`src/rtl/traffic_pkg.sv`:
```
// Shared lamp encodings, phase codes and sizing helpers for the traffic light controllers.
package traffic_pkg;

    localparam logic [2:0] LIGHT_GREEN  = 3'b100;
    localparam logic [2:0] LIGHT_YELLOW = 3'b010;
    localparam logic [2:0] LIGHT_RED    = 3'b001;

    typedef enum logic [1:0] {
        PHASE_GREEN   = 2'b00,
        PHASE_YELLOW  = 2'b01,
        PHASE_ALL_RED = 2'b10
    } phase_t;

    // Phase counter width: wide enough to reach the longest programmed duration.
    function automatic int cntWidth(input int a, input int b, input int c, input int d);
        int m;
        m = a;
        if (b > m) m = b;
        if (c > m) m = c;
        if (d > m) m = d;
        if (m < 1) m = 1;
        return $clog2(m + 1);
    endfunction

endpackage

```
`src/rtl/rr_side_arbiter.sv`:
```
// Round-robin pick of the next side road to serve: first requester at/after the pointer,
// wrapping from the last way back to way 1. Way 0 (main road) never competes.
module rr_side_arbiter
    import traffic_pkg::*;
#(
    parameter  int NUM_WAYS = 4,
    localparam int WAY_W    = $clog2(NUM_WAYS)
) (
    input  logic [NUM_WAYS-1:0] i_req,
    input  logic [WAY_W-1:0]    i_ptr,
    output logic [WAY_W-1:0]    o_grant,
    output logic                o_grantValid
);

    logic w_unusedReq0;

    assign w_unusedReq0 = i_req[0];

    // Two passes: ways at/after the pointer first, then the wrapped-around remainder.
    always_comb begin
        o_grant      = '0;
        o_grantValid = 1'b0;
        for (int k = 1; k < NUM_WAYS; k++) begin
            if (!o_grantValid && (k >= int'(i_ptr)) && i_req[k]) begin
                o_grant      = WAY_W'(k);
                o_grantValid = 1'b1;
            end
        end
        for (int k = 1; k < NUM_WAYS; k++) begin
            if (!o_grantValid && i_req[k]) begin
                o_grant      = WAY_W'(k);
                o_grantValid = 1'b1;
            end
        end
    end

endmodule

```
`src/rtl/multi_way_traffic_controller.sv`:
```
// Multi-approach traffic light controller: main road green by default, side roads served
// round-robin on demand, yellow and all-red clearance, emergency-vehicle preemption.
module multi_way_traffic_controller
    import traffic_pkg::*;
#(
    parameter  int NUM_WAYS       = 4,
    parameter  int MAIN_MIN_GREEN = 30,
    parameter  int SIDE_GREEN     = 10,
    parameter  int YELLOW_CYC     = 5,
    parameter  int ALL_RED_CYC    = 1,
    localparam int WAY_W          = $clog2(NUM_WAYS)
) (
    input  logic                  clk,
    input  logic                  rst,
    input  logic [NUM_WAYS-1:0]   car_sense,
    input  logic                  emerg_req,
    input  logic [WAY_W-1:0]      emerg_way,
    output logic [3*NUM_WAYS-1:0] lights,
    output logic [WAY_W-1:0]      active_way,
    output logic [1:0]            phase
);

    localparam int CNT_W = cntWidth(MAIN_MIN_GREEN, SIDE_GREEN, YELLOW_CYC, ALL_RED_CYC);

    localparam logic [CNT_W-1:0] CNT_MAX     = '1;
    localparam logic [CNT_W-1:0] MAIN_LAST   = CNT_W'(MAIN_MIN_GREEN - 1);
    localparam logic [CNT_W-1:0] SIDE_LAST   = CNT_W'(SIDE_GREEN - 1);
    localparam logic [CNT_W-1:0] YELLOW_LAST = CNT_W'(YELLOW_CYC - 1);
    localparam logic [CNT_W-1:0] ALLRED_LAST = CNT_W'(ALL_RED_CYC - 1);

    localparam logic [WAY_W:0]   WAY_LIMIT   = (WAY_W + 1)'(NUM_WAYS);
    localparam logic [WAY_W-1:0] LAST_WAY    = WAY_W'(NUM_WAYS - 1);
    localparam logic [WAY_W-1:0] FIRST_SIDE  = WAY_W'(1);

    localparam logic [3*NUM_WAYS-1:0] LIGHTS_RESET = {{(NUM_WAYS - 1){LIGHT_RED}}, LIGHT_GREEN};

    phase_t                r_phase;
    logic [WAY_W-1:0]      r_activeWay;
    logic [WAY_W-1:0]      r_nextWay;
    logic [WAY_W-1:0]      r_rrPtr;
    logic [CNT_W-1:0]      r_counter;
    logic [3*NUM_WAYS-1:0] r_lights;

    phase_t                w_phaseNext;
    logic [WAY_W-1:0]      w_activeNext;
    logic [WAY_W-1:0]      w_nextWayNext;
    logic [WAY_W-1:0]      w_rrNext;
    logic [CNT_W-1:0]      w_counterNext;
    logic [3*NUM_WAYS-1:0] w_lightsNext;

    logic                  w_emergValid;
    logic                  w_onMain;
    logic [WAY_W-1:0]      w_wayPending;
    logic [WAY_W-1:0]      w_rrAfter;
    logic [WAY_W-1:0]      w_grant;
    logic                  w_grantValid;

    rr_side_arbiter #(
        .NUM_WAYS (NUM_WAYS)
    ) u_arbiter (
        .i_req        (car_sense),
        .i_ptr        (r_rrPtr),
        .o_grant      (w_grant),
        .o_grantValid (w_grantValid)
    );

    assign w_emergValid = emerg_req && ({1'b0, emerg_way} < WAY_LIMIT);
    assign w_onMain     = (r_activeWay == '0);
    assign w_wayPending = w_emergValid ? emerg_way : r_nextWay;
    assign w_rrAfter    = (r_activeWay == LAST_WAY) ? FIRST_SIDE : r_activeWay + 1'b1;

    // Emergency toward another way cuts green short; toward the green way it freezes the exit.
    always_comb begin
        w_phaseNext   = r_phase;
        w_activeNext  = r_activeWay;
        w_nextWayNext = r_nextWay;
        w_rrNext      = r_rrPtr;
        case (r_phase)
            PHASE_GREEN: begin
                if (w_emergValid) begin
                    if (emerg_way != r_activeWay) begin
                        w_phaseNext   = PHASE_YELLOW;
                        w_nextWayNext = emerg_way;
                    end
                end else if (w_onMain) begin
                    if ((r_counter >= MAIN_LAST) && w_grantValid) begin
                        w_phaseNext   = PHASE_YELLOW;
                        w_nextWayNext = w_grant;
                    end
                end else if (r_counter >= SIDE_LAST) begin
                    w_phaseNext   = PHASE_YELLOW;
                    w_nextWayNext = '0;
                end
                if ((w_phaseNext == PHASE_YELLOW) && !w_onMain) begin
                    w_rrNext = w_rrAfter;
                end
            end
            PHASE_YELLOW: begin
                w_nextWayNext = w_wayPending;
                if (r_counter >= YELLOW_LAST) begin
                    w_phaseNext = PHASE_ALL_RED;
                end
            end
            PHASE_ALL_RED: begin
                w_nextWayNext = w_wayPending;
                if (r_counter >= ALLRED_LAST) begin
                    w_phaseNext  = PHASE_GREEN;
                    w_activeNext = w_wayPending;
                end
            end
            default: begin
                w_phaseNext  = PHASE_GREEN;
                w_activeNext = '0;
            end
        endcase
    end

    always_comb begin
        w_counterNext = r_counter;
        if (w_phaseNext != r_phase) begin
            w_counterNext = '0;
        end else if (r_counter != CNT_MAX) begin
            w_counterNext = r_counter + 1'b1;
        end
    end

    // Lamps are encoded from the next state so they change on the same edge as the phase.
    always_comb begin
        w_lightsNext = {NUM_WAYS{LIGHT_RED}};
        for (int k = 0; k < NUM_WAYS; k++) begin
            if (w_activeNext == WAY_W'(k)) begin
                case (w_phaseNext)
                    PHASE_GREEN:  w_lightsNext[3*k +: 3] = LIGHT_GREEN;
                    PHASE_YELLOW: w_lightsNext[3*k +: 3] = LIGHT_YELLOW;
                    default:      w_lightsNext[3*k +: 3] = LIGHT_RED;
                endcase
            end
        end
    end

    always_ff @(posedge clk) begin
        if (rst) begin
            r_phase     <= PHASE_GREEN;
            r_activeWay <= '0;
            r_nextWay   <= '0;
            r_rrPtr     <= FIRST_SIDE;
            r_counter   <= '0;
            r_lights    <= LIGHTS_RESET;
        end else begin
            r_phase     <= w_phaseNext;
            r_activeWay <= w_activeNext;
            r_nextWay   <= w_nextWayNext;
            r_rrPtr     <= w_rrNext;
            r_counter   <= w_counterNext;
            r_lights    <= w_lightsNext;
        end
    end

    assign lights     = r_lights;
    assign active_way = r_activeWay;
    assign phase      = r_phase;

endmodule

```
`config.mk`:
```
export PLATFORM = sky130hd
export DESIGN_NAME = multi_way_traffic_controller
export DESIGN_NICKNAME = d
export VERILOG_FILES = /design/src/rtl/traffic_pkg.sv /design/src/rtl/rr_side_arbiter.sv /design/src/rtl/multi_way_traffic_controller.sv
export SDC_FILE = /design/constraint.sdc
export NUM_CORES = 1
export LEC_CHECK = 0
export CAP_MARGIN = 30
export CORE_MARGIN = 2
export CORE_UTILIZATION = 38
export DETAILED_ROUTE_END_ITERATION = 12
export DONT_BUFFER_PORTS = 1
export SLEW_MARGIN = 20
export SYNTH_ARGS = -nofsm -noshare
export SYNTH_HDL_FRONTEND = slang
export SYNTH_SLANG_ARGS = --single-unit
```
`constraint.sdc`:
```
create_clock -name clk -period 1.79 [get_ports clk]
set_clock_uncertainty 0.05 [all_clocks]
set_input_delay 0.358 -clock clk [delete_from_list [all_inputs] [get_ports clk]]
set_output_delay 0.358 -clock clk [all_outputs]
set_load 0.02 [all_outputs]
```
==> qor.yml <==
status: "completed"
crit_fanout: 5
grt_max_degree: 16
first_iter_violations: 41
drt_wl_total_um: 2800
clkSlewWorstSetupHoldPaths_ns: 0.14
final_area_sq_um: 1510
grt_usage_pct: 15.4
routed-wl-met2_um: 1300
dieArea_sq_um: 3750
synth_top_area_share_pct: 40.2
synth_top_family_by_area: "simple AND/OR/NAND/NOR gates"
slew_headroom_pct: 70.0
cts_tree: "built"
tightest_slew_ns: 0.445
seq_area_sq_um: 515
min_period_ns: 1.74
htreeDepth: 1
drive_gt1_share_pct: 31.3
die_w_um: 61.2
fin_nets: 170
synth_cells: 135
wl_per_cell_um: 14.4
grt_pass1_wl_um: 4250
crit_arrival_ns: 1.96
synth-compound-area-share_pct: 17.3
synth_area_per_cell_sq_um: 9.22
fillers: 295
antenna_found_initial: 0
fin_tns_setup_ns: 0
setup_viol: 0
hp-class: "input pin to register"
clock_path_buffers: 2
seq_area_frac_synth_pct: 40.2
max_cap_viol_count: 0
wl_met3_um: 177
hold_buffers: 0
finalCritPeriodShare_pct: 97.4
p_per_area_nw_per_um2: 749
num_antenna_cells: 0
syn_to_final_growth_pct: 21.6
async_reset_ff_share_pct: 0
crit_path_end_kind: "register"
grt_pass1_vias: 945
worstSetupPathType: "register to register"
irDropWorstVdd_v: 0.000345
synthXorXnorAreaFrac_pct: 3.52
muxShareOfSynthArea_pct: 5.03
core_region_area_sq_um: 3080
synth_fp_nets: 154
p_leak_nw: 0.584
r2r_slack_ns: 0.05
drc: 0
yosysWarnings: 0
drt-vias-per-instance: 5.19
synth-edff-count: 0
numPortBuffers: 0
ys_types: 41
die_y_um: 61.2
wl_met1_um: 1300
cp-start-kind: "register"
numCtsBuffers: 3
fmax_mhz: 574
place_area_sq_um: 1370
synthAdderAreaFrac_pct: 10.1
hpwl_um: 1910
grt_overflow: 0
required_ns: 2.01
netlist.top_cell.by_area: "dfxtp_1"
slew_viol_final: 0
synth_flop_cell: "dfxtp_1"
ys_seq_elements: 25
cts.sinks: 25
multiInputGateArea_sq_um: 774
first_pass_iters: 4
io_pins: 25
initial_utilization_pct: 40.4
drtAntennaViolNets: 0
worstSkewPairLatency_ns: 0.32
hold_viol_final: 0
synthTopCellsByArea: "dfxtp_1 40%, ha_1 10%, nor2_1 4.8%, mux2i_1 3.2%, inv_1 3.0%"
num_rows: 20
highest_layer: "met4"
netlist_area_sq_um: 1240
vias: 1006
clockRootBuffer: "clkbuf_4"
synthSimpleGateAreaFrac_pct: 19.7
globalplace.congestion: 0.780
## per-layer routing
| metal | track usage, % | up-vias |
|---|---|---|
| met4 | 4.66 | 0 |
| met1 | 21.0 | 467 |
| met3 | 3.36 | 4 |
| met5 | 0 | - |
| li1 | - | 500 |
| met2 | 24.3 | 35 |
## path summary, 6_finish.rpt
kind / cells past startpoint / end / startpoint
worst max-delay path: 8 / lights[5] / phase[0]
worst min-delay path: 1 / phase[0] / rst
worst max register to register: 8 / lights[5] / phase[0]
worst min register to register: 2 / r_nextWay[0] / r_nextWay[0]
## critical path, stage by stage (launching register included)
cell       delay [ns]
dfxtp_4          0.39
inv_1            0.07
ha_4             0.18
or2_2            0.32
a2bb2oi_2        0.15
a41o_1           0.17
buf_6            0.13
nand3_1          0.11
nor2_1           0.11
## stage by stage
stage	worst slack, ns	std cells	hold slack, ns	total power [mW]	util, %
global route	-0.0209	194	0.00412	1.20	49.2
floorplan	0.0170	135	0.397	0.782	-
global placement	-0.00737	187	0.375	0.838	44.4
finish	0.0472	194	0.0242	1.13	49.2
CTS	0.0267	193	0.0151	1.11	46.5
detailed placement	-0.0952	187	0.374	0.844	44.4
## layout make-up
| cell class | instances | share of cell area (%) |
|---|---|---|
| clock buffer | 3 | 1.49 |
| clock inverter | 1 | 0.496 |
| inverter | 10 | 2.48 |
| multi-input combinational | 98 | 51.2 |
| sequential | 25 | 34.0 |
| tap | 44 | 3.64 |
| timing repair buffer | 13 | 6.69 |
## flip-flops by register name, summed over array words and instances, names as in the netlist
name	cells
phase	2
r_rrPtr	2
lights	12
active_way	2
r_counter	5
r_nextWay	2
## timing repair
action / in CTS / in global routing
buffers inserted: 2 / 1
pin swaps: 0 / 6
resized for setup: 4 / 20
endpoints found under the setup margin: 3 / 22
## placed cells by master, fill, tap and decap left out, types with 6 or more instances in the layout
cell type	synthesis	layout
nor2_1	16	15
dfxtp_1	25	17
o21ai_0	6	6
inv_1	10	9
buf_4	0	12
dfxtp_2	0	6
a21oi_1	6	6
ha_1	10	7
## synthesized netlist by cell type (2+ instances only)
cell and number:
mux2_2 2, mux2i_1 4, a21oi_1 6, nand3_1 6, xnor2_1 3, nand2_1 4, nand2b_1 4, nor2b_1 3
nor2_1 16, xor2_1 2, a21o_1 4, dfxtp_1 25, inv_1 10, nor3_1 4, o21ai_0 6, ha_1 10
o21ai_1 2
## cells by family (layout without fill, tap and decap cells)
kind of cell | Yosys count | after routing
xor+xnor | 5 | 5
buf+inv | 12 | 27
simple gates | 47 | 47
mux | 6 | 6
flops | 25 | 25
fa+ha+maj | 10 | 10
compound gates | 30 | 30
## power breakdown
group          internal (mW)  leakage, nW  switching, mW
combinational          0.122        0.363          0.135
sequential             0.584        0.207         0.0322
clock                 0.0854       0.0139          0.176
Note: power is estimated with default switching activity, not from simulation.
